[config.mk]
export PLATFORM = sky130hd
export DESIGN_NAME = mem_region_ctrl
export DESIGN_NICKNAME = d
export VERILOG_FILES = /design/src/rtl/gba_mem_pkg.sv /design/src/rtl/mem_region_decode.sv /design/src/rtl/mem_region_ctrl.sv
export SDC_FILE = /design/constraint.sdc
export NUM_CORES = 1
export LEC_CHECK = 0
export CAP_MARGIN = 20
export CELL_PAD_IN_SITES_DETAIL_PLACEMENT = 2
export CELL_PAD_IN_SITES_GLOBAL_PLACEMENT = 2
export CORE_AREA = 2 2 218 220
export CTS_CLUSTER_SIZE = 10
export DETAILED_ROUTE_END_ITERATION = 7
export DIE_AREA = 0 0 220 222
export DONT_BUFFER_PORTS = 1
export PLACE_DENSITY_LB_ADDON = 0.1
export SYNTH_ARGS = -nofsm -noshare
export SYNTH_HDL_FRONTEND = slang
export SYNTH_SLANG_ARGS = --single-unit
export TNS_END_PERCENT = 20
[constraint.sdc]
create_clock -name clock -period 3 [get_ports clock]
set_clock_uncertainty 0.05 [all_clocks]
set_input_delay 0.15 -clock clock [delete_from_list [all_inputs] [get_ports clock]]
set_output_delay 0.15 -clock clock [all_outputs]
set_load 0.03 [all_outputs]
[src/rtl/gba_mem_pkg.sv]
// Shared types, default region map and helpers for the GBA memory-region controller.
package gba_mem_pkg;

    typedef logic [1:0] mem_size_t;

    localparam mem_size_t MEM_SIZE_BYTE = 2'd0;
    localparam mem_size_t MEM_SIZE_HALF = 2'd1;
    localparam mem_size_t MEM_SIZE_WORD = 2'd2;

    // Default map, index 0 first: BIOS, IWRAM, palette, VRAM, OAM.
    localparam logic [4:0][31:0] DEF_REGION_BASE = {
        32'h0700_0000, 32'h0600_0000, 32'h0500_0000, 32'h0300_0000, 32'h0000_0000
    };
    localparam logic [4:0][31:0] DEF_REGION_SIZE = {
        32'h0000_0400, 32'h0001_8000, 32'h0000_0400, 32'h0000_8000, 32'h0000_4000
    };
    localparam logic [4:0][2:0] DEF_REGION_WS = {3'd2, 3'd0, 3'd1, 3'd0, 3'd0};
    localparam logic [4:0]      DEF_REGION_RO = 5'b00001;

    typedef enum logic [1:0] {
        ST_IDLE,
        ST_RWAIT,
        ST_WWAIT,
        ST_WRITE
    } fsm_state_t;

    // Byte-lane write enables for an access of the given size at addr[1:0].
    function automatic logic [3:0] byte_we(input logic [1:0] addr_lo, input mem_size_t size);
        logic [3:0] we;
        case (size)
            MEM_SIZE_BYTE: we = 4'b0001 << addr_lo;
            MEM_SIZE_HALF: we = addr_lo[1] ? 4'b1100 : 4'b0011;
            default:       we = 4'b1111;
        endcase
        return we;
    endfunction

endpackage

[src/rtl/mem_region_decode.sv]
// Address window decoder: lowest-index hit wins, returns region index and word offset.
module mem_region_decode #(
    parameter int                           NUM_REGIONS = 5,
    parameter int                           MEM_AW      = 16,
    parameter int                           RIDX_W      = 3,
    parameter logic [NUM_REGIONS-1:0][31:0] REGION_BASE = '0,
    parameter logic [NUM_REGIONS-1:0][31:0] REGION_SIZE = '0
) (
    input  logic [31:0]       addr,
    output logic              hit,
    output logic [RIDX_W-1:0] region,
    output logic [MEM_AW-1:0] word_off
);

    logic [31:0] off;

    // Scan from the top so the lowest matching window is the one left standing.
    always_comb begin
        hit      = 1'b0;
        region   = '0;
        word_off = '0;
        off      = '0;
        for (int i = NUM_REGIONS - 1; i >= 0; i--) begin
            off = addr - REGION_BASE[i];
            if (off < REGION_SIZE[i]) begin
                hit      = 1'b1;
                region   = RIDX_W'(i);
                word_off = off[MEM_AW+1:2];
            end
        end
    end

endmodule

[src/rtl/mem_region_ctrl.sv]
// Memory-region controller: bus port with wait states and RO protection, read-only gfx port.
//
//  state    | meaning
//  ---------+--------------------------------------------------------
//  ST_IDLE  | accept requests; zero-wait reads issue directly
//  ST_RWAIT | read wait states, issue when counter reaches 0
//  ST_WWAIT | write wait states, go to ST_WRITE at counter 0
//  ST_WRITE | commit latched write to the BRAM
module mem_region_ctrl
    import gba_mem_pkg::*;
#(
    parameter int                             NUM_REGIONS = 5,
    parameter int                             MEM_AW      = 16,
    parameter int                             WS_W        = 3,
    parameter logic [NUM_REGIONS-1:0][31:0]   REGION_BASE = DEF_REGION_BASE,
    parameter logic [NUM_REGIONS-1:0][31:0]   REGION_SIZE = DEF_REGION_SIZE,
    parameter logic [NUM_REGIONS-1:0][WS_W-1:0] REGION_WS = DEF_REGION_WS,
    parameter logic [NUM_REGIONS-1:0]         REGION_RO   = DEF_REGION_RO
) (
    input  logic                      clock,
    input  logic                      reset_n,
    input  logic                      bus_req,
    input  logic [31:0]               bus_addr,
    input  logic [31:0]               bus_wdata,
    input  logic [1:0]                bus_size,
    input  logic                      bus_write,
    output logic [31:0]               bus_rdata,
    output logic                      bus_pause,
    output logic                      bus_fault,
    input  logic [31:0]               gfx_addr,
    output logic [31:0]               gfx_rdata,
    output logic [NUM_REGIONS-1:0]    mem_en_a,
    output logic [3:0]                mem_we_a,
    output logic [MEM_AW-1:0]         mem_addr_a,
    output logic [31:0]               mem_wdata_a,
    input  logic [NUM_REGIONS*32-1:0] mem_rdata_a,
    output logic [NUM_REGIONS-1:0]    mem_en_b,
    output logic [MEM_AW-1:0]         mem_addr_b,
    input  logic [NUM_REGIONS*32-1:0] mem_rdata_b
);

    localparam int RIDX_W = (NUM_REGIONS > 1) ? $clog2(NUM_REGIONS) : 1;

    logic              bus_hit, gfx_hit;
    logic [RIDX_W-1:0] bus_region, gfx_region;
    logic [MEM_AW-1:0] bus_off, gfx_off;
    logic [WS_W-1:0]   bus_ws;
    logic              bus_ro;

    fsm_state_t        state_q, state_d;
    logic [WS_W-1:0]   cnt_q, cnt_d;
    logic [RIDX_W-1:0] reg_q, rd_sel_q, gfx_sel_q, a_sel;
    logic [MEM_AW-1:0] woff_q, a_addr;
    logic [1:0]        waddr_lo_q;
    mem_size_t         wsize_q;
    logic [31:0]       wdata_q, hold_q;
    logic              rd_live_q, fault_q, gfx_hit_q;
    logic              a_en, pause_c, issue_rd, accept_wr, fault_d, miss_rd;
    logic [3:0]        we_c;
    logic [31:0]       rdata_a_arr [NUM_REGIONS];
    logic [31:0]       rdata_b_arr [NUM_REGIONS];

    mem_region_decode #(
        .NUM_REGIONS(NUM_REGIONS), .MEM_AW(MEM_AW), .RIDX_W(RIDX_W),
        .REGION_BASE(REGION_BASE), .REGION_SIZE(REGION_SIZE)
    ) u_bus_decode (
        .addr(bus_addr), .hit(bus_hit), .region(bus_region), .word_off(bus_off)
    );

    mem_region_decode #(
        .NUM_REGIONS(NUM_REGIONS), .MEM_AW(MEM_AW), .RIDX_W(RIDX_W),
        .REGION_BASE(REGION_BASE), .REGION_SIZE(REGION_SIZE)
    ) u_gfx_decode (
        .addr(gfx_addr), .hit(gfx_hit), .region(gfx_region), .word_off(gfx_off)
    );

    assign bus_ws = REGION_WS[bus_region];
    assign bus_ro = REGION_RO[bus_region];

    // Split the flattened BRAM read buses into per-region words.
    always_comb begin
        for (int i = 0; i < NUM_REGIONS; i++) begin
            rdata_a_arr[i] = mem_rdata_a[32*i +: 32];
            rdata_b_arr[i] = mem_rdata_b[32*i +: 32];
        end
    end

    // Next-state and port-A control.
    always_comb begin
        state_d   = state_q;
        cnt_d     = cnt_q;
        pause_c   = 1'b0;
        a_en      = 1'b0;
        a_sel     = bus_region;
        a_addr    = bus_off;
        we_c      = 4'b0000;
        issue_rd  = 1'b0;
        accept_wr = 1'b0;
        fault_d   = 1'b0;
        miss_rd   = 1'b0;
        case (state_q)
            ST_IDLE: begin
                if (bus_req) begin
                    if (!bus_hit || (bus_write && bus_ro)) begin
                        fault_d = 1'b1;
                        miss_rd = !bus_write;
                    end else if (!bus_write) begin
                        if (bus_ws == '0) begin
                            a_en     = 1'b1;
                            issue_rd = 1'b1;
                        end else begin
                            pause_c = 1'b1;
                            cnt_d   = bus_ws - WS_W'(1);
                            state_d = ST_RWAIT;
                        end
                    end else begin
                        accept_wr = 1'b1;
                        if (bus_ws == '0) begin
                            state_d = ST_WRITE;
                        end else begin
                            cnt_d   = bus_ws - WS_W'(1);
                            state_d = ST_WWAIT;
                        end
                    end
                end
            end
            ST_RWAIT: begin
                a_sel = reg_q;
                if (cnt_q != '0) begin
                    pause_c = 1'b1;
                    cnt_d   = cnt_q - WS_W'(1);
                end else begin
                    a_en     = 1'b1;
                    issue_rd = 1'b1;
                    state_d  = ST_IDLE;
                end
            end
            ST_WWAIT: begin
                pause_c = 1'b1;
                if (cnt_q != '0) cnt_d = cnt_q - WS_W'(1);
                else             state_d = ST_WRITE;
            end
            ST_WRITE: begin
                pause_c = 1'b1;
                a_sel   = reg_q;
                a_addr  = woff_q;
                a_en    = 1'b1;
                we_c    = byte_we(waddr_lo_q, wsize_q);
                state_d = ST_IDLE;
            end
            default: state_d = ST_IDLE;
        endcase
    end

    // Outputs are forced quiet while reset is held, including the combinational ones.
    always_comb begin
        mem_en_a = '0;
        mem_en_b = '0;
        if (a_en && reset_n)    mem_en_a[a_sel]      = 1'b1;
        if (gfx_hit && reset_n) mem_en_b[gfx_region] = 1'b1;
        mem_we_a    = reset_n ? we_c : 4'b0000;
        bus_pause   = pause_c & reset_n;
        mem_addr_a  = a_addr;
        mem_addr_b  = gfx_off;
        mem_wdata_a = wdata_q;
        bus_fault   = fault_q;
        bus_rdata   = rd_live_q ? rdata_a_arr[rd_sel_q] : hold_q;
        gfx_rdata   = gfx_hit_q ? rdata_b_arr[gfx_sel_q] : 32'hFFFF_FFFF;
    end

    // FSM state and wait-state counter.
    always_ff @(posedge clock or negedge reset_n) begin
        if (!reset_n) begin
            state_q <= ST_IDLE;
            cnt_q   <= '0;
        end else begin
            state_q <= state_d;
            cnt_q   <= cnt_d;
        end
    end

    // Request latches, read-data hold register and fault pulse.
    always_ff @(posedge clock or negedge reset_n) begin
        if (!reset_n) begin
            reg_q      <= '0;
            woff_q     <= '0;
            waddr_lo_q <= '0;
            wsize_q    <= MEM_SIZE_WORD;
            wdata_q    <= '0;
            rd_live_q  <= 1'b0;
            rd_sel_q   <= '0;
            hold_q     <= 32'hFFFF_FFFF;
            fault_q    <= 1'b0;
        end else begin
            if (state_q == ST_IDLE && bus_req && bus_hit) reg_q <= bus_region;
            if (accept_wr) begin
                woff_q     <= bus_off;
                waddr_lo_q <= bus_addr[1:0];
                wsize_q    <= bus_size;
                wdata_q    <= bus_wdata;
            end
            rd_live_q <= issue_rd;
            if (issue_rd) rd_sel_q <= a_sel;
            if (miss_rd)        hold_q <= 32'hFFFF_FFFF;
            else if (rd_live_q) hold_q <= rdata_a_arr[rd_sel_q];
            fault_q <= fault_d;
        end
    end

    // Gfx read select follows gfx_addr one cycle later, in step with the BRAM output.
    always_ff @(posedge clock or negedge reset_n) begin
        if (!reset_n) begin
            gfx_hit_q <= 1'b0;
            gfx_sel_q <= '0;
        end else begin
            gfx_hit_q <= gfx_hit;
            gfx_sel_q <= gfx_region;
        end
    end

endmodule

Word-level counts from Yosys, hierarchy flattened
Memory sizes are Yosys's and may differ from the RTL's.
Cells that the tools add are included.
{"block": "word_totals", "inputBits": 422, "ff_bits": 101, "romBits": 32, "wordCells": 166, "n_memories": 2, "output_inout_bits": 144}
{"block": "op_classes", "shifts": 1, "n_lt_le_gt_ge": 17, "n_addsub": 10, "bitwise": 3, "eq_ne": 11, "mux": 89, "reduce_logical": 20}
{"name": "(name not given)", "depth": 8, "width": 3, "rd": 1, "rd_clocked_by_memory_dff": 0, "write_ports": 0, "line": "mem_region_ctrl.sv:77", "source": "assign bus_ws = REGION_WS[bus_region];"}
{"name": "(name not given)", "depth": 8, "width": 1, "rd": 1, "rd_clocked_by_memory_dff": 0, "write_ports": 0, "line": "mem_region_ctrl.sv:78", "source": "assign bus_ro = REGION_RO[bus_region];"}
{"operator": "2-to-1 mux 32 bit", "n": 7}
{"operator": "binary-select mux 32 bit (select 3 bit)", "n": 2}
{"operator": "subtractor 32 x 27 -> 32 bit, second input constant", "n": 6}
{"operator": "2-to-1 mux 16 bit", "n": 11}
{"operator": "less-than comparator 32 x 11 -> 1 bit, second input constant", "n": 4}
{"operator": "less-than comparator 32 x 15 -> 1 bit, second input constant", "n": 2}
{"operator": "less-than comparator 32 x 16 -> 1 bit, second input constant", "n": 2}
{"operator": "less-than comparator 32 x 17 -> 1 bit, second input constant", "n": 2}
{"operator": "subtractor 32 x 26 -> 32 bit, second input constant", "n": 2}
{"operator": "2-to-1 mux 3 bit", "n": 16}
{"operator": "2-to-1 mux 1 bit", "n": 34}
{"operator": "less-than comparator 3 x 4 -> 1 bit, second input constant", "n": 3}
{"operator": "2-to-1 mux 2 bit", "n": 6}
{"operator": "2-to-1 mux 4 bit", "n": 3}
{"operator": "2-to-1 mux 5 bit", "n": 2}
{"operator": "inequality test 2 bit, second input constant", "n": 5}
{"operator": "AND reduction 5 bit", "n": 2}
{"operator": ">= comparator 4 bit, second input constant", "n": 2}
{"operator": "inverter 3 -> 4 bit", "n": 2}
{"operator": "case mux 2 bit (4 select lines)", "n": 1}
{"operator": "case mux 4 bit (2 select lines)", "n": 1}
{"operator": "logical AND 1 bit", "n": 7}
{"operator": "demux 1 bit (select 3 bit)", "n": 2}
{"operator": ">= comparator 3 x 1 -> 1 bit, second input constant", "n": 2}
{"operator": "other kinds (17)", "n": 25}

Longest topological paths before layout
Gate-level depths: netlist of the first run.
{"block": "depth", "word_depth": 17, "mapped_depth": 12, "ltp_nobuf": 11}

Modules after synthesis
A second synthesis of the first run with hierarchy kept.
{"block": "hier_totals", "cells_unflattened": 844, "area_unflattened_um2": 8299.2}
{"module": "mem_region_ctrl", "seq_area_each_um2": 2568.7, "n_inst": 1, "cells_each": 696, "area_per_inst_um2": 7230.7}
{"module": "mem_region_decode", "seq_area_each_um2": 0.0, "n_inst": 2, "cells_each": 74, "area_per_inst_um2": 534.3}

Worst setup path before layout of the first run
Ideal clock, no wire load.
{"block": "synth_timing", "path_type": "input to output", "start": "in bus_addr[25]", "end": "out mem_en_a[4]", "arrival_time_ps": 2984, "stages": 10, "n_path_buf": 2, "required_ps": 2800, "setup_slack_ps": -184, "cell_sequence": "ha_1 -> clkbuf_1 -> or3b_2 -> a2bb2oi_1 -> a2111o_1 -> nand2_1 -> a32o_1 -> buf_2 -> o21ai_0 -> nor4_1"}
{"block": "synth_via", "elab_chain_len": 17, "word_cells_on_any_way": 40, "cone_classes": "4 x add/sub; 7 x order compare; 21 x mux; 6 x reduce/logical; 2 x memory"}
{"element": "start: declaration", "line": "mem_region_ctrl.sv:23", "source": "input logic [31:0] bus_addr,"}
{"element": "subtractor 32 x 27 -> 32 bit", "line": "mem_region_decode.sv:24", "source": "off = addr - REGION_BASE[i];"}
{"element": "less-than comparator 32 x 11 -> 1 bit", "line": "mem_region_decode.sv:25", "source": "if (off < REGION_SIZE[i]) begin"}
{"element": "2-to-1 mux 3 bit (5 in a row)", "line": "mem_region_decode.sv:25"}
{"element": "memory (8 x 3 bit)"}
{"element": "2-to-1 mux 3 bit (implied by the code)", "line": "mem_region_ctrl.sv:77"}
{"element": "logical NOT 3 bit", "line": "mem_region_ctrl.sv:108", "source": "if (bus_ws == '0) begin"}
{"element": "2-to-1 mux 1 bit", "line": "mem_region_ctrl.sv:108"}
{"element": "2-to-1 mux 1 bit", "line": "mem_region_ctrl.sv:107", "source": "end else if (!bus_write) begin"}
{"element": "2-to-1 mux 1 bit", "line": "mem_region_ctrl.sv:104", "source": "if (!bus_hit || (bus_write && bus_ro)) begin"}
{"element": "2-to-1 mux 1 bit", "line": "mem_region_ctrl.sv:103", "source": "if (bus_req) begin"}
{"element": "case mux 1 bit (3 select lines)", "line": "mem_region_ctrl.sv:101", "source": "case (state_q)"}
{"element": "logical AND 1 bit", "line": "mem_region_ctrl.sv:159", "source": "if (a_en && reset_n) mem_en_a[a_sel] = 1'b1;"}
{"element": "2-to-1 mux 5 bit *", "line": "mem_region_ctrl.sv:159"}
{"element": "end: declaration", "line": "mem_region_ctrl.sv:32", "source": "output logic [NUM_REGIONS-1:0] mem_en_a,"}
Every way passes the cells marked *; elsewhere a longest branch is shown, timed or not. The select of a mux whose other input is x is not followed.

Final worst setup path of the first run
{"block": "layout_timing", "start": "reg rd_sel_q[0]", "end": "out bus_rdata[14]"}
{"block": "layout_via", "elab_chain_len": 5}
{"element": "start: declaration", "line": "mem_region_ctrl.sv:52", "source": "logic [RIDX_W-1:0] reg_q, rd_sel_q, gfx_sel_q, a_sel;"}
{"element": "start signal: assignment", "line": "mem_region_ctrl.sv:203", "source": "if (issue_rd) rd_sel_q <= a_sel;"}
{"element": "inverter 3 -> 4 bit (implied by the code)", "line": "mem_region_ctrl.sv:167", "source": "bus_rdata = rd_live_q ? rdata_a_arr[rd_sel_q] : hold_q;"}
{"element": "binary-select mux 32 bit (select 3 bit)", "line": "mem_region_ctrl.sv:167"}
{"element": "2-to-1 mux 32 bit (implied by the code) (2 in a row)", "line": "mem_region_ctrl.sv:167"}
{"element": "2-to-1 mux 32 bit"}
{"element": "end: declaration", "line": "mem_region_ctrl.sv:27", "source": "output logic [31:0] bus_rdata,"}
Every way passes these cells. The select of a mux whose other input is x is not followed.

==> run summary, run 1 <==
The destination of the critical timing path was bus_rdata[14]. In this run the clock root is driven by a clkbuf_16. Timing would allow up to 0.358 GHz. The first detailed-routing pass ran for 4 iterations. The final weighted congestion in routability-driven placement was 0.888; the post-synthesis sequential area ratio was 0.323. Worst setup path startpoint: rd_sel_q[0]$_DFFE_PN0P_.

The net count of the finished layout is 1336. The final hold violation count came out at 0. Setup repair after global routing left no endpoint under its margin. The max-slew violation count was 0.

Critical path start-end classification: reg -> out. In the routed design, unresolved DRC markers number 0. By area the synthesized netlist is led by dfrtp_1, mux4_2, dfstp_2. The worst setup path is captured at a primary output.

Critical path arrival: 2.59 ns. The source of the worst register-to-register timing path is cnt_q[2]$_DFFE_PN0P_. The share of the clock period used by the worst path after layout was 0.931; the count of different cell masters after synthesis was 63.

In this run, the number of DRC markers left after iteration 0 of detailed routing was 340. The port buffer count came out at 0. In the final routed layout, each cell accounts on average for 27.3 um. The region available for standard cell placement spans 0.0463 mm^2. The top flip-flop cell by instance count after synthesis is dfrtp_1.

The tools report the total nets after synthesis as 1227. The worst register-to-register path ends at state_q[0]$_DFFE_PN0P_. The wire-length estimate of the detail-placed layout is 32800 um. The number of instances in the synthesized netlist is 794. Relative to the synthesized area, the layout overhead comes to 30.1%. Global-route total usage across every layer: 0.165. The Yosys warning count is 0. The data required time at the worst endpoint is 2.80 ns, and the netlist area before placement is 0.00795 mm^2.

The tools report the via count of the first global-routing pass as 8044. The detail route stage leaves a number of antenna-violating nets equal to 0. The ratio of cells with drive above 1 in the final layout came out at 0.297. The filler cells instantiated in the layout total 5147. The type of the tightest min-delay check is in -> reg. The final critical path time including I/O delays and setup is 2.79 ns, and the largest net degree at the start of global routing is 102. The number of antenna violations at the first check in global routing came out at 29.

Power spread over the standard cell area amounts to 341 mW/mm^2. TritonCTS created 9 clock buffers. The flow ran to the end, and the final reports show no timing, DRC or antenna violations. TritonCTS built the clock tree. The floorplan die area is 0.0488 mm^2, and the site row count is 79. The relative slew slack is 0.477, and the initial standard-cell utilization of the core is 0.172. The count of cells along the worst register-to-register path was 6. Leaving out fill and tap cells, the most frequent cell in the layout is nor2_1.

Clock-pin slew was measured on the worst setup and hold paths at 0.08 ns. No sink is reached through more buffers than the 2 on the longest clock path. In this run the count of I/O pins placed on the die edge is 566. The first global-routing pass estimated 58600 um of wire. The top fanout value on the critical path came out at 29. Average size of a mapped cell: 10.0 um^2. The library cells used most frequently in the layout, excluding fill and tap cells, are nor2_1, nand2_1, buf_4. The die is 220 um wide. The overflow left after global routing came out at 0.

The clock net sink count was 101. VDD sags by at most 245 uV. The async set or reset register ratio after synthesis was 1.00; the number of setup buffers added after CTS was 0. After synthesis the netlist holds a flip-flop and latch count of 101. The static leakage was 0.00400 uW. The cell taking the most area after synthesis was dfrtp_1. The die is 222 um tall. Summing over every cut layer, the via total after detailed routing is 7338. The worst slack after detailed placement came out at 0.179 ns. The number of enable flip-flop cells after synthesis works out to 0. STA classifies the critical path startpoint as a flop. The number of max-cap violations was 0; the worst path setup slack after routing was 0.207 ns. The finished layout cell area was 0.0103 mm^2.

The top cell type's share of synthesized area was 0.214. Setup violations remaining at the end of the flow were counted as 0. CTS built an H-tree with a depth of 3. At the later pin of the worst-skew pair, clock insertion delay measures 0.39 ns.

Number of standard cells in the final layout excluding fillers: 1521. The ratio of routed vias to standard cells was 4.82; the overall routed net length was 41600 um. The internal reg-to-reg setup slack was 0.75 ns. The number of placed instances, taps included, is 1421. The transition time at the pin with the least slew margin was 0.779 ns. For the worst slack on hold paths, the log shows 0.0107 ns. Placement-stage cell area: 0.00913 mm^2.
[report_power, final]
part / internal (uW) / switching [uW] / total [uW] / leakage, uW
registers: 1390 / 28.3 / 1420 / 0.00128
clock network: 831 / 634 / 1470 / 0.000170
logic: 291 / 346 / 637 / 0.00255
total: 2510 / 1010 / 3520 / 0.00400
[logic make-up (layout without fill, tap and decap cells)]
kind of cell | Yosys count | in the layout | synth area share
mux | 118 | 118 | 0.279
simple gates | 329 | 329 | 0.202
xor+xnor | 6 | 6 | 0.00662
flops | 101 | 101 | 0.323
other cells | 1 | 7 | 0.000472
buf+inv | 78 | 192 | 0.0428
compound gates | 150 | 150 | 0.129
fa+ha+maj | 11 | 11 | 0.0173
[cells in the mapped netlist, types with 3 or more instances]
library cell / number
buf_2: 4
ha_1: 11
dfstp_2: 33
o211ai_1: 4
o21a_1: 3
mux4_2: 64
a211o_1: 3
o31ai_1: 3
inv_1: 14
dfrtp_1: 68
clkbuf_1: 45
nand3_1: 35
and2_1: 5
nor2b_1: 17
o21ai_0: 63
nor4_1: 8
mux2_2: 7
or4_1: 6
mux2_4: 45
nand4_1: 6
nand2b_1: 39
xor2_1: 3
nor2_1: 91
nor3_1: 13
nand2_1: 84
a21oi_1: 19
buf_1: 8
buf_6: 5
or3_1: 6
nor3b_1: 7
xnor2_1: 3
a221oi_1: 32
[stage by stage]
step	total power, uW	util	setup TNS (ns)
2_1_floorplan	1810	-	-0.147
6_report	3520	0.223	0
3_5_place_dp	1970	0.197	0
4_1_cts	3620	0.222	0
5_1_grt	3730	0.223	0
3_3_place_gp	1950	0.197	0
[sequential cells by signal (all words and copies together) (netlist names)]
signal       flops
reg_q            3
bus_fault        1
rd_live_q        1
wsize_q          2
cnt_q            3
hold_q          32
mem_wdata_a     32
woff_q          16
state_q          2
rd_sel_q         3
gfx_sel_q        3
waddr_lo_q       2
gfx_hit_q        1
[cell type report]
class                      count  area, um^2  share of cell area
multi-input combinational    615        5070               0.491
sequential                   101        2570               0.249
timing repair buffer         162        1510               0.146
tap                          607         759              0.0735
clock buffer                   9         225              0.0218
clock inverter                 7         129              0.0125
inverter                      14        52.6             0.00508
antenna                        6        15.0             0.00145
[critical path: stages (launching register included)]
cell and delay, ns:
dfrtp_2 0.52, buf_12 0.27, mux4_2 0.55, a221oi_2 0.39
buf_4 0.19, nor2_1 0.04, buf_4 0.19
[worst min path at each step]
stage                           startpoint                      to  cells after the start
after detailed placement           reset_n  woff_q[14]$_DFFE_PN0P_                      0
after floorplan                    reset_n     bus_fault$_DFF_PN0_                      0
after global routing      mem_rdata_a[130]     hold_q[2]$_DFF_PN1_                      2
after global placement             reset_n  woff_q[14]$_DFFE_PN0P_                      0
after CTS                 mem_rdata_a[149]    hold_q[21]$_DFF_PN1_                      2
final                     mem_rdata_a[149]    hold_q[21]$_DFF_PN1_                      2
[routing by layer]
layer,vias to the layer above,track usage,part of all wire,wire [um]
met5,-,0,0.0024,100
met4,16,0.0491,0.022,903
met3,55,0.0433,0.080,3310
met2,336,0.287,0.50,20900
met1,3765,0.197,0.39,16300
li1,3166,-,-,-
[what timing repair did]
| item | CTS | global route |
|---|---|---|
| resized for setup | 1 | 4 |
| hold endpoints to repair | 176 | 0 |
| endpoints found under the setup margin | 1 | 11 |
| pin swaps | 0 | 0 |
| hold buffers | 77 | 0 |
Power figures use the tool's default switching activity.
==> inputs of run 2 (changes only) <==
Settings changed: CORE_AREA 2 2 218 220 to 2 2 223 225, DIE_AREA 0 0 220 222 to 0 0 225 227, SYNTH_HIERARCHICAL set to 1.
==> run summary, run 2 <==
The number of clock buffers inserted by TritonCTS is 9 (unchanged), and the clock input transition at the sequential cells of the worst setup and hold paths is 0.09 ns (was 0.08 ns). Site row count: 81 (was 79). The cell taking the most area after synthesis is dfrtp_1 (unchanged). The netlist area before placement is 0.00830 mm^2 (was 0.00795 mm^2), and the total via count in the routed design is 7353 (was 7338). The type of the tightest min-delay check is in -> reg (unchanged). Commonest cells post-synth: mux2_1, nor2_1, dfrtp_1, nand2_1, a21oi_1 (was nor2_1, nand2_1, dfrtp_1, mux4_2, o21ai_0). Portion of netlist area occupied by mux cells: 0.268 (was 0.279).

The run finished, with violations left. The met1 routed wirelength after detailed routing was 17000 um (was 16300 um); the final critical path time including I/O delays and setup was 3.01 ns (was 2.79 ns). Detailed-route wire length per cell: 24.7 um (was 27.3 um).

For the number of detailed-route iterations in the first pass, the log shows 4 (unchanged). The tools report the relative slew slack as 0.454 (was 0.477). The starting DRC count in detailed routing was 247 (was 340).

The number of storage elements in the synthesis netlist was 101 (unchanged); the worst path setup slack after routing was -0.00921 ns (was 0.207 ns). The critical path start-end classification was in -> out (was reg -> out). The largest family of logic cells by synthesized area is multiplexers (unchanged). The net load switching power came out at 3750 uW (was 1010 uW).

The post-synthesis sequential area ratio came out at 0.310 (was 0.323). The count of different cell masters after synthesis is 57 (was 63). The top flip-flop cell by instance count after synthesis was dfrtp_1 (unchanged). Internal reg-to-reg setup slack: 0.73 ns (was 0.75 ns). The part of the power in combinational logic came out at 0.581 (was 0.181). The kind of launch point of the worst setup path was a primary input (was a flop). For the maximum level of the CTS H-tree, the log shows 3 (unchanged). The number of cells after detailed placement was 1486 (was 1421). For the floorplan die area, the log shows 0.0511 mm^2 (was 0.0488 mm^2). Setup repair after global routing could not meet its margin everywhere.

The proportion of power drawn by the clock network is 0.155 (was 0.416), and the peak supply drop is 330 uV (was 245 uV). For the number of nets in the final layout, the log shows 1388 (was 1336). The number of enable flip-flop cells after synthesis works out to 0 (unchanged).

The top cell type's share of synthesized area is 0.205 (was 0.214), and the Yosys warning count is 6 (was 0). The port buffer count came out at 0 (unchanged). For the global-route total usage across every layer, the log shows 0.147 (was 0.165). The layout-stage area growth over the synthesis result was 29.6% (was 30.1%); the total nets after synthesis was 1277 (was 1227). The run gives 0 (unchanged) as the number of remaining DRC errors. For the number of nets with antenna violations after routing, the log shows 0 (unchanged). The final setup TNS was -0.00921 ns (was 0 ns); the ratio of cells with drive above 1 in the final layout was 0.261 (was 0.297). The transition time at the pin with the least slew margin is 0.821 ns (was 0.779 ns), and the part of the total power dissipated in sequential elements is 0.263 (was 0.403). The overflow left after global routing is 0 (unchanged). The final weighted congestion in routability-driven placement came out at 0.759 (was 0.888).

The post-synthesis compound-gate area fraction was 0.159 (was 0.129). The logs give 1 (was 0) for the count of final setup violators and 101 (unchanged) for the clock net sink count. The tools report the internal power of the cells as 4240 uW (was 2510 uW). The power per cell area is 743 mW/mm^2 (was 341 mW/mm^2), and the number of instances in the synthesized netlist is 844 (was 794). For the max-slew violation count, the log shows 0 (unchanged). The final reports fail on setup timing. The number of I/O pins is 566 (unchanged). The number of max-cap violations was 0 (unchanged); the antenna diode count was 0 (was 6). Wire length of the first global-routing pass: 55000 um (was 58600 um).

Final hold violation count: 0 (unchanged). Commonest non-fill, non-tap cells in the layout: mux2_1, buf_4, nor2_1 (was nor2_1, nand2_1, buf_4). Met2 routed wirelength: 19100 um (was 20900 um). The horizontal die dimension works out to 225 um (was 220 um).

The largest net degree at the start of global routing came out at 102 (unchanged). The clock latency on the worst-skew pair was 0.39 ns (about the same). The share of synthesized cell area in full adder, half adder and majority cells is 0.0166 (was 0.0173).

Root buffer cell: clkbuf_16 (unchanged). The switching power as a share of total power was 0.469 (was 0.286); the die boundary height was 227 um (was 222 um). The top fanout value on the critical path is 4 (was 29), and the achievable clock frequency is 0.332 GHz (was 0.358 GHz). The via count of the first global-routing pass is 8182 (was 8044). TritonCTS built the clock tree.

Highest metal layer with signal wires: met5 (unchanged). The critical path arrival was 2.81 ns (was 2.59 ns). The ratio of routed vias to standard cells was 4.65 (was 4.82). The tools report the sum of met3 wire segment lengths after detailed routing as 2660 um (was 3310 um).

The post-synthesis share of cell area spent on xor and xnor gates is 0.00633 (was 0.00661), and the share of synthesized cell area in and, or, nand and nor gates is 0.175 (was 0.202). Number of buffers between clock root and the deepest sink: 2 (unchanged). Initial standard-cell utilization of the core: 0.171 (was 0.172).

Leading cell types by total area after synthesis: dfrtp_1, mux2_1, dfstp_2 (was dfrtp_1, mux4_2, dfstp_2). The async set or reset register ratio after synthesis is 1.00 (unchanged), and the number of standard cells in the final layout excluding fillers is 1582 (was 1521). The placeable core area came out at 0.0485 mm^2 (was 0.0463 mm^2). The detailed placement HPWL was 30600 um (was 32800 um); the share of the clock period used by the worst path after layout was 1.00 (was 0.931). The tools report the data required time at the worst endpoint as 2.80 ns (about the same). The overall routed net length is 39100 um (was 41600 um), and the static leakage is 0.00434 uW (was 0.00400 uW).

Kind of end point of the critical path: a primary output (unchanged). The tools report the number of antenna violations at the first check in global routing as 2 (was 29). Average size of a mapped cell: 9.83 um^2 (was 10.0 um^2).
==> run 2: what timing repair did <==
action | 4_1_cts | 5_1_grt
pin swaps | 0 | 9
buffers inserted | 0 | 4
endpoints found under the setup margin | 6 | 11
resized for setup | 3 | 12
endpoints found under the hold margin | 176 | 1
hold buffers | 75 | 1
==> run 2: final timing paths <==
kind                                             start                          to  depth (start not counted)
worst max-delay path                      bus_addr[13]                 mem_en_a[3]                         10
worst min-delay path                      bus_addr[13]      woff_q[11]$_DFFE_PN0P_                          3
worst max register to register  state_q[0]$_DFFE_PN0P_  mem_wdata_a[5]$_DFFE_PN0P_                          7
worst min register to register   woff_q[0]$_DFFE_PN0P_       woff_q[0]$_DFFE_PN0P_                          1
max in group asynchronous                      reset_n        hold_q[16]$_DFF_PN1_                          2
min in group asynchronous                      reset_n       woff_q[1]$_DFFE_PN0P_                          2
==> run 2: per-stage QoR <==
stage / area (um^2) / worst slack, ns / hold WS [ns] / util / total power [uW]
after floorplan: 8370 / -0.00597 / -0.196 / - / 5000
after global placement: 9590 / -0.0696 / -0.192 / 0.198 / 6730
after detailed placement: 9590 / -0.0942 / -0.192 / 0.198 / 6770
after CTS: 10700 / -0.0227 / 0.00793 / 0.220 / 8220
after global routing: 10800 / -0.117 / 0.0316 / 0.222 / 8640
final: 10800 / -0.00921 / 0.0473 / 0.222 / 7990
==> run 2: cell families after synthesis <==
family                   Yosys count
AO/OA/AOI/OAI                    159
other                              2
multiplexers                     170
AND/OR/NAND/NOR                  286
buffers and inverters            109
adder cells (fa/ha/maj)           11
flip-flops                       101
XOR/XNOR                           6
==> run 2: cell type report <==
class                   count  area (um^2)
multi-input cells         634         5340
clock inverters             6         62.6
fillers                  5508        37800
flip-flops and latches    101         2580
well taps                 622          778
repair buffers            173         1630
inverters                  36          135
clock buffers              10          229
==> run 2: critical path, cell delays in order <==
cell and delay, ns:
or4_4 0.53, or4_4 0.56, buf_6 0.14, a211o_4 0.28, nand3_4 0.11, nand4b_4 0.10
o31ai_4 0.32, o2111ai_4 0.23, nor3_4 0.24, buf_6 0.15
==> run 2: power by group through the flow <==
| stage | clock [uW] | sequential, uW | combinational (uW) |
|---|---|---|---|
| 2_1_floorplan | 0 | 1940 | 3060 |
| 3_3_place_gp | 0 | 2150 | 4580 |
| 3_5_place_dp | 0 | 2150 | 4620 |
| 4_1_cts | 1340 | 2130 | 4750 |
| 5_1_grt | 1380 | 2170 | 5090 |
| 6_report | 1240 | 2110 | 4650 |
==> run 2: layer usage <==
layer	up-vias	track usage
met3	21	0.0467
met1	3702	0.186
met5	-	0
li1	3336	-
met4	2	0.0254
met2	292	0.246
